File: src/rtl/rr_mux_arbiter_pkg.sv
// Shared definitions for the round-robin mux arbiter.
//   ch_w(n)    : width of a channel index, max(1, clog2(n))
//   DEF_N_CH   : default number of input channels
//   DEF_WIDTH  : default data width per channel
package rr_mux_pkg;

    localparam int DEF_N_CH  = 4;
    localparam int DEF_WIDTH = 8;

    // A single channel still needs a 1-bit index so out_ch is never zero-width.
    function automatic int ch_w(input int n);
        return (n <= 1) ? 1 : $clog2(n);
    endfunction

endpackage

File: src/rtl/rr_mux_arbiter_if.sv
// Handshake bundle between N_CH producers, the arbiter, and one consumer.
//   in_valid  [N_CH]        per-channel request
//   in_data   [N_CH*WIDTH]  flattened channel words, channel i at [i*WIDTH +: WIDTH]
//   in_ready  [N_CH]        per-channel accept, one-hot or zero
//   out_valid               output register holds a word
//   out_data  [WIDTH]       buffered word
//   out_ch    [CH_W]        channel that supplied out_data
//   out_ready               consumer accepts the word
// Modports: slave = arbiter view, master = producer/consumer view.
interface rr_mux_arbiter_if
    import rr_mux_pkg::*;
#(
    parameter int N_CH  = DEF_N_CH,
    parameter int WIDTH = DEF_WIDTH
);
    localparam int CH_W = ch_w(N_CH);

    logic [N_CH-1:0]       in_valid;
    logic [N_CH*WIDTH-1:0] in_data;
    logic [N_CH-1:0]       in_ready;
    logic                  out_valid;
    logic [WIDTH-1:0]      out_data;
    logic [CH_W-1:0]       out_ch;
    logic                  out_ready;

    modport slave (
        input  in_valid, in_data, out_ready,
        output in_ready, out_valid, out_data, out_ch
    );

    modport master (
        output in_valid, in_data, out_ready,
        input  in_ready, out_valid, out_data, out_ch
    );

endinterface

File: src/rtl/rr_mux_arbiter_mux_tree.sv
// Combinational N:1 word selector built from 2:1 mux primitives.
//   in_data [N_CH*WIDTH]  flattened channel words
//   sel     [CH_W]        binary channel index
//   out     [WIDTH]       selected word
// The tree is a heap of 2^LV leaves; leaves beyond N_CH read as zero.

module mux2 #(
    parameter int WIDTH = 8
) (
    input  logic [WIDTH-1:0] a,
    input  logic [WIDTH-1:0] b,
    input  logic             sel,
    output logic [WIDTH-1:0] y
);
    assign y = sel ? b : a;
endmodule

module mux_tree
    import rr_mux_pkg::*;
#(
    parameter int N_CH  = DEF_N_CH,
    parameter int WIDTH = DEF_WIDTH
) (
    input  logic [N_CH*WIDTH-1:0]     in_data,
    input  logic [ch_w(N_CH)-1:0]     sel,
    output logic [WIDTH-1:0]          out
);
    localparam int LV = ch_w(N_CH);
    localparam int P  = 1 << LV;

    // Heap layout: node 0 is the root, children of k are 2k+1 and 2k+2,
    // leaves occupy P-1 .. 2P-2 in channel order.
    logic [2*P-2:0][WIDTH-1:0] node;

    for (genvar i = 0; i < P; i++) begin : g_leaf
        if (i < N_CH) begin : g_used
            assign node[P-1+i] = in_data[i*WIDTH +: WIDTH];
        end else begin : g_pad
            assign node[P-1+i] = '0;
        end
    end

    // The root decides on the index MSB, each deeper level on the next bit.
    for (genvar d = 0; d < LV; d++) begin : g_level
        for (genvar j = 0; j < (1 << d); j++) begin : g_node
            localparam int K = (1 << d) - 1 + j;
            mux2 #(.WIDTH(WIDTH)) u_mux (
                .a   (node[2*K+1]),
                .b   (node[2*K+2]),
                .sel (sel[LV-1-d]),
                .y   (node[K])
            );
        end
    end

    assign out = node[0];

endmodule

File: src/rtl/rr_mux_arbiter.sv
// N-channel round-robin arbiter feeding a one-word valid/ready output register.
//   clk  : clock, rising edge
//   rst  : asynchronous active-high reset
//   bus  : rr_mux_arbiter_if.slave (per-channel requests in, one stream out)
// The search starts at ptr and wraps; ptr moves past the winner on every
// transfer only, which bounds the wait of a persistent requester to N_CH grants.
module rr_mux_arbiter
    import rr_mux_pkg::*;
#(
    parameter int N_CH  = DEF_N_CH,
    parameter int WIDTH = DEF_WIDTH
) (
    input  logic                clk,
    input  logic                rst,
    rr_mux_arbiter_if.slave     bus
);
    localparam int CH_W = ch_w(N_CH);

    logic [CH_W-1:0]  ptr;
    logic [CH_W-1:0]  grant_idx;
    logic             grant_vld;
    logic             load_en;
    logic             xfer;
    logic [WIDTH-1:0] sel_data;
    logic             out_valid_q;
    logic [WIDTH-1:0] out_data_q;
    logic [CH_W-1:0]  out_ch_q;

    // Output slot is free when empty or when it drains this cycle.
    assign load_en = !out_valid_q || bus.out_ready;
    assign xfer    = grant_vld && load_en && !rst;

    // NOTE: every always_comb output gets a default before the loop so no
    // path leaves it unassigned, which would infer a latch.
    always_comb begin
        int c;
        grant_vld = 1'b0;
        grant_idx = '0;
        c         = 0;
        for (int k = 0; k < N_CH; k++) begin
            c = int'(ptr) + k;
            if (c >= N_CH) c = c - N_CH;
            if (!grant_vld && bus.in_valid[c]) begin
                grant_vld = 1'b1;
                grant_idx = CH_W'(c);
            end
        end
    end

    always_comb begin
        bus.in_ready = '0;
        for (int i = 0; i < N_CH; i++) begin
            bus.in_ready[i] = xfer && (grant_idx == CH_W'(i));
        end
    end

    mux_tree #(.N_CH(N_CH), .WIDTH(WIDTH)) u_mux_tree (
        .in_data (bus.in_data),
        .sel     (grant_idx),
        .out     (sel_data)
    );

    // NOTE: registers use non-blocking assignments so every flop samples
    // pre-edge values regardless of statement order.
    always_ff @(posedge clk or posedge rst) begin
        if (rst) begin
            out_valid_q <= 1'b0;
            out_data_q  <= '0;
            out_ch_q    <= '0;
            ptr         <= '0;
        end else if (xfer) begin
            out_valid_q <= 1'b1;
            out_data_q  <= sel_data;
            out_ch_q    <= grant_idx;
            // Explicit wrap keeps non-power-of-two channel counts in range.
            ptr         <= (grant_idx == CH_W'(N_CH - 1)) ? '0 : grant_idx + 1'b1;
        end else if (bus.out_ready) begin
            out_valid_q <= 1'b0;
        end
    end

    assign bus.out_valid = out_valid_q;
    assign bus.out_data  = out_data_q;
    assign bus.out_ch    = out_ch_q;

endmodule

File: src/flat_wrapper.sv
// flat-port wrapper written by rule: the top's interface ports become plain ports
module rr_mux_arbiter_flat import rr_mux_pkg::*;
#(
    parameter int N_CH  = DEF_N_CH,
    parameter int WIDTH = DEF_WIDTH
)
  (clk, rst, bus_in_valid, bus_in_data, bus_out_ready, bus_in_ready, bus_out_valid, bus_out_data, bus_out_ch);
  rr_mux_arbiter_if #(.N_CH(N_CH), .WIDTH(WIDTH)) bus_i ();
  input  logic clk;
  input  logic rst;
  input wire logic [$bits(bus_i.in_valid)-1:0] bus_in_valid;
  input wire logic [$bits(bus_i.in_data)-1:0] bus_in_data;
  input wire logic [$bits(bus_i.out_ready)-1:0] bus_out_ready;
  output wire logic [$bits(bus_i.in_ready)-1:0] bus_in_ready;
  output wire logic [$bits(bus_i.out_valid)-1:0] bus_out_valid;
  output wire logic [$bits(bus_i.out_data)-1:0] bus_out_data;
  output wire logic [$bits(bus_i.out_ch)-1:0] bus_out_ch;
  assign bus_i.in_valid = bus_in_valid;
  assign bus_i.in_data = bus_in_data;
  assign bus_i.out_ready = bus_out_ready;
  assign bus_in_ready = bus_i.in_ready;
  assign bus_out_valid = bus_i.out_valid;
  assign bus_out_data = bus_i.out_data;
  assign bus_out_ch = bus_i.out_ch;
  rr_mux_arbiter #(.N_CH(N_CH), .WIDTH(WIDTH)) u_core (.clk(clk), .rst(rst), .bus(bus_i));
endmodule
File: config.mk
export PLATFORM = sky130hd
export DESIGN_NAME = rr_mux_arbiter_flat
export DESIGN_NICKNAME = d
export VERILOG_FILES = /design/src/rtl/rr_mux_arbiter_pkg.sv /design/src/rtl/rr_mux_arbiter_if.sv /design/src/rtl/rr_mux_arbiter_mux_tree.sv /design/src/rtl/rr_mux_arbiter.sv /design/src/flat_wrapper.sv
export SDC_FILE = /design/constraint.sdc
export NUM_CORES = 1
export LEC_CHECK = 0
export ABC_CLOCK_PERIOD_IN_PS = 1760
export CAP_MARGIN = 20
export CORE_ASPECT_RATIO = 1.2
export CORE_UTILIZATION = 55
export CTS_CLUSTER_SIZE = 40
export DETAILED_ROUTE_END_ITERATION = 6
export DONT_BUFFER_PORTS = 1
export PLACE_DENSITY = 0.72
export REMOVE_ABC_BUFFERS = 1
export SETUP_SLACK_MARGIN = 0.1
export SYNTH_ARGS = -nofsm -noshare
export SYNTH_HDL_FRONTEND = slang
export SYNTH_SLANG_ARGS = --single-unit
File: constraint.sdc
create_clock -name clk -period 1.76 [get_ports clk]
set_clock_uncertainty 0.2 [all_clocks]
set_input_delay 0.176 -clock clk [delete_from_list [all_inputs] [get_ports clk]]
set_output_delay 0.176 -clock clk [all_outputs]
set_load 0.05 [all_outputs]
==> results of run 1 <==
kinds of logic after synthesis:
logic type | Yosys count | share of synthesized area
compound gates | 25 | 0.232
xor+xnor | 1 | 0.00892
simple gates | 65 | 0.359
buf+inv | 8 | 0.0535
mux | 1 | 0.0153
flops | 13 | 0.331
per-stage QoR:
stage,std cells,setup slack (ps)
3_5_place_dp,155,-292
3_3_place_gp,155,-192
2_1_floorplan,107,-968
==> results.cfg, run 1 <==
[yosys]
syn_avg_cell_area_um2 = 8.69
synthTopCellsByArea = dfrtp_1, a311oi_2, nand2_1
syn_inst = 113
netlist_area_um2 = 982
synthArstFlopShare = 1.00
synth.top_cells.by_count = nand2_1, dfrtp_1, nor2_1
yosysTopAreaCellShare = 0.331
synth-seq-cells = 13
synth_edf_count = 0
synth_ff_type = dfrtp_1
synth_cell_types = 31
synth_warnings = 0
yosysTopAreaCell = dfrtp_1
synthMostInstantiatedCell = nand2_1
synth-seq-area-share = 0.331

[clock_network]
clk_path_buf_depth = 2
root_buffer = clkbuf_4
cts_sinks = 13
post_cts_buffers = 6
htreeDepth = 1
cts_resized = 26
cts_inserted_buffers = 3
cts_hold_buffers = 27

[die]
initial_core_util = 0.591
io-pin-count = 54
die_w_um = 40.6
num_rows = 16
die-height_um = 48.3

[place]
hpwl_um = 2190
portBuffers = 0
dpl-instance-area_mm2 = 0.00120
gp_congestion = 0.824

[run_status]
first-error = [ERROR DPL-0033] detailed placement checks failed during check placement.
last-stage-reached = clock tree synthesis (4_1_cts)
status = did not finish
==> inputs of run 2 (changes only) <==
--- a/config.mk
+++ b/config.mk
@@ -5,16 +5,14 @@
 export SDC_FILE = /design/constraint.sdc
 export NUM_CORES = 1
 export LEC_CHECK = 0
-export ABC_CLOCK_PERIOD_IN_PS = 1760
+export ABC_CLOCK_PERIOD_IN_PS = 2300
 export CAP_MARGIN = 20
-export CORE_ASPECT_RATIO = 1.2
-export CORE_UTILIZATION = 55
-export CTS_CLUSTER_SIZE = 40
+export CORE_AREA = 2 2 63 65
 export DETAILED_ROUTE_END_ITERATION = 6
+export DIE_AREA = 0 0 65 67
 export DONT_BUFFER_PORTS = 1
-export PLACE_DENSITY = 0.72
+export PLACE_DENSITY_LB_ADDON = 0.15
 export REMOVE_ABC_BUFFERS = 1
-export SETUP_SLACK_MARGIN = 0.1
 export SYNTH_ARGS = -nofsm -noshare
 export SYNTH_HDL_FRONTEND = slang
 export SYNTH_SLANG_ARGS = --single-unit
==> constraint.sdc (replaced) <==
create_clock -name clk -period 2.3 [get_ports clk]
set_clock_uncertainty 0.2 [all_clocks]
set_input_delay 0.23 -clock clk [delete_from_list [all_inputs] [get_ports clk]]
set_output_delay 0.23 -clock clk [all_outputs]
set_load 0.05 [all_outputs]
==> run 2 against run 1 <==
Net effect: the run now ends clean; synthesized cell count stayed put; synthesized area stayed put.
==> results.cfg, run 2 <==
[run_status]
status = finished clean

[timing]
setup_viol = 0
post-route-period-util = 0.952
hold_viol = 0
slew-limit-headroom = 0.667
fin_ws_ps = 110
post-route-min-period_ps = 2190
drv_slew = 0
fmax_mhz = 457
worst_slew_pin_slew_ps = 499

[clock_network]
cts_tree = yes
cts_inserted_buffers = 3
htreeDepth = 1
clk_path_buf_depth = 2
clk_pin_slew_ps = 60
cts_sinks = 13
root_buffer = clkbuf_8
insertion_delay_ps = 240
post_cts_buffers = 0

[cells_and_area]
drive_gt1_frac = 0.293
area_delta_synth_final_pct = 34.8
final_cell_mix = nand2_1, dlygate4sd3_1, dfrtp_1
finish.net_count = 180
stdcell_count = 188
antenna_cells = 0
largest_reg_flops = 8
fillCellCount = 384

[worst_setup_path]
required_ps = 1870
worst-path-stages = 6
r2r_slack_ps = 430
cpMostUsedCell = buf_4
cpLargestDelayFamily = flip-flops
crit_path_top_delay_cell = dfrtp_1
worstRegToRegCells = 7
cp.buffers_inverters = 2
worstPathMaxFanout = 6
r2r_end = u_core.bus.out_data[2]$_DFFE_PP0P_
worstReg2RegStart = u_core.ptr[1]$_DFFE_PP0P_
cp_data_arrival_time_ps = 1760
startpoint_type = flop
critPathCaptureType = primary output
crit_chain = buf_4 -> a21boi_1 -> o22a_1 -> nand2_1 -> nor3_1 -> buf_4
slowest_delay_ps = 390
path_class = flop to primary output

[worst_hold_path]
min_from = bus_in_valid[1]
min_delay_path_depth = 2
hold_end = u_core.bus.out_valid$_DFFE_PP0P_
hold_path_class = primary input to flop

[drt]
drc = 0
viasPerCell = 5.02
vias = 943
drt-total-wl_um = 2920
avgRoutedWirePerCell_um = 15.5
drt_iter0_drc = 29
dr.pass1.iters = 4
ant_nets = 0

[yosys]
synth-seq-area-share = 0.331
synth_cell_types = 31
syn_inst = 113
synth_warnings = 0
synth-seq-cells = 13
synthMostInstantiatedCell = nand2_1
synthArstFlopShare = 1.00
synth.top_cells.by_count = nand2_1, dfrtp_1, nor2_1
yosysTopAreaCellShare = 0.331
netlist_area_um2 = 982
syn_avg_cell_area_um2 = 8.69
synth_ff_type = dfrtp_1
synth_edf_count = 0
yosysTopAreaCell = dfrtp_1
synthTopCellsByArea = dfrtp_1, a311oi_2, nand2_1

[grt]
gr-usage-met3 = 0.0372
gr-usage-met1 = 0.182
grt_pass1_vias = 972
grt-ovfl-total = 0
grt_pass1_wl_um = 4730
grt_max_degree = 13
grt.met2_usage = 0.246
grt_use_total = 0.146
antenna_found_initial = 0
busiest_layer = met2

[place]
portBuffers = 0
gp_congestion = 0.763
placed_cells = 167
pre_cts_ws_ps = 109
hpwl_um = 2280

[pwr]
powerDensity_mw_per_mm2 = 1040
power_uw = 1380
vdd_drop_max_mv = 0.369
p_leak_uw = 0.000554

[die]
die-height_um = 67
die_area_mm2 = 0.00436
initial_core_util = 0.272
io-pin-count = 54
core_area_mm2 = 0.00361
die_w_um = 65
num_rows = 22

[flow_run]
max_cap_violations = 0
[run 2: cell counts after synthesis]
No cell type changed its count.
[run 2: cell type report]
cell class	instances	area, um2	area share
Multi-Input combinational cell	92	626	0.473
Sequential cell	13	325	0.246
Timing Repair Buffer	29	260	0.197
Tap cell	48	60.1	0.0454
Clock buffer	4	45.0	0.0340
Inverter	2	7.51	0.00567
[run 2: worst reg2reg max path, delay by kind of cell, from the launching register on]
family / cells / cell delay (ps)
flops: 1 / 390
simple gates: 2 / 260
compound gates: 3 / 480
buf+inv: 2 / 380
[run 2: logic make-up after synthesis]
| group | Yosys count | share of synthesized area |
|---|---|---|
| multiplexers | 1 | 0.0153 |
| AND/OR/NAND/NOR | 65 | 0.359 |
| AO/OA/AOI/OAI | 25 | 0.232 |
| buffers and inverters | 8 | 0.0535 |
| XOR/XNOR | 1 | 0.00892 |
| flip-flops | 13 | 0.331 |
[run 2: power breakdown]
group          total, uW  switching, uW  internal, uW
registers            625            317           308
logic                548            309           239
clock network        207           85.1           122
[run 2: repair_timing]
| item | in CTS | in global routing |
|---|---|---|
| hold endpoints to repair | 21 | 0 |
| resized for setup | 3 | 2 |
| setup endpoints to repair | 3 | 4 |
| hold buffers | 17 | 0 |
| pin swaps | 0 | 1 |
[run 2: routing by layer]
layer | wire length (um) | share of wire
met5 | 0 | 0
met1 | 1310 | 0.45
met3 | 224 | 0.077
met4 | 15 | 0.0051
met2 | 1360 | 0.47
[run 2: worst max-delay path by stage]
| stage | start | end | slack (ps) |
|---|---|---|---|
| floorplan | u_core.ptr[1]$_DFFE_PP0P_ | bus_in_ready[0] | -480 |
| finish | u_core.ptr[1]$_DFFE_PP0P_ | bus_in_ready[1] | 110 |
| CTS | u_core.ptr[1]$_DFFE_PP0P_ | bus_in_ready[0] | 80 |
| global route | u_core.ptr[1]$_DFFE_PP0P_ | bus_in_ready[1] | -9 |
| global placement | u_core.ptr[1]$_DFFE_PP0P_ | bus_in_ready[0] | 160 |
| detailed placement | u_core.ptr[1]$_DFFE_PP0P_ | bus_in_ready[0] | 110 |
[run 2: through the flow]
stage / TNS [ps] / hold WS [ps] / cell area [um2] / util
global placement: 0 / -192 / 1090 / 0.302
CTS: 0 / 48.8 / 1310 / 0.364
global route: -9.50 / 54.7 / 1320 / 0.367
detailed placement: 0 / -188 / 1090 / 0.302
floorplan: -966 / -149 / 937 / -
finish: 0 / 44.3 / 1320 / 0.367
(Power assumes the default switching activity.)
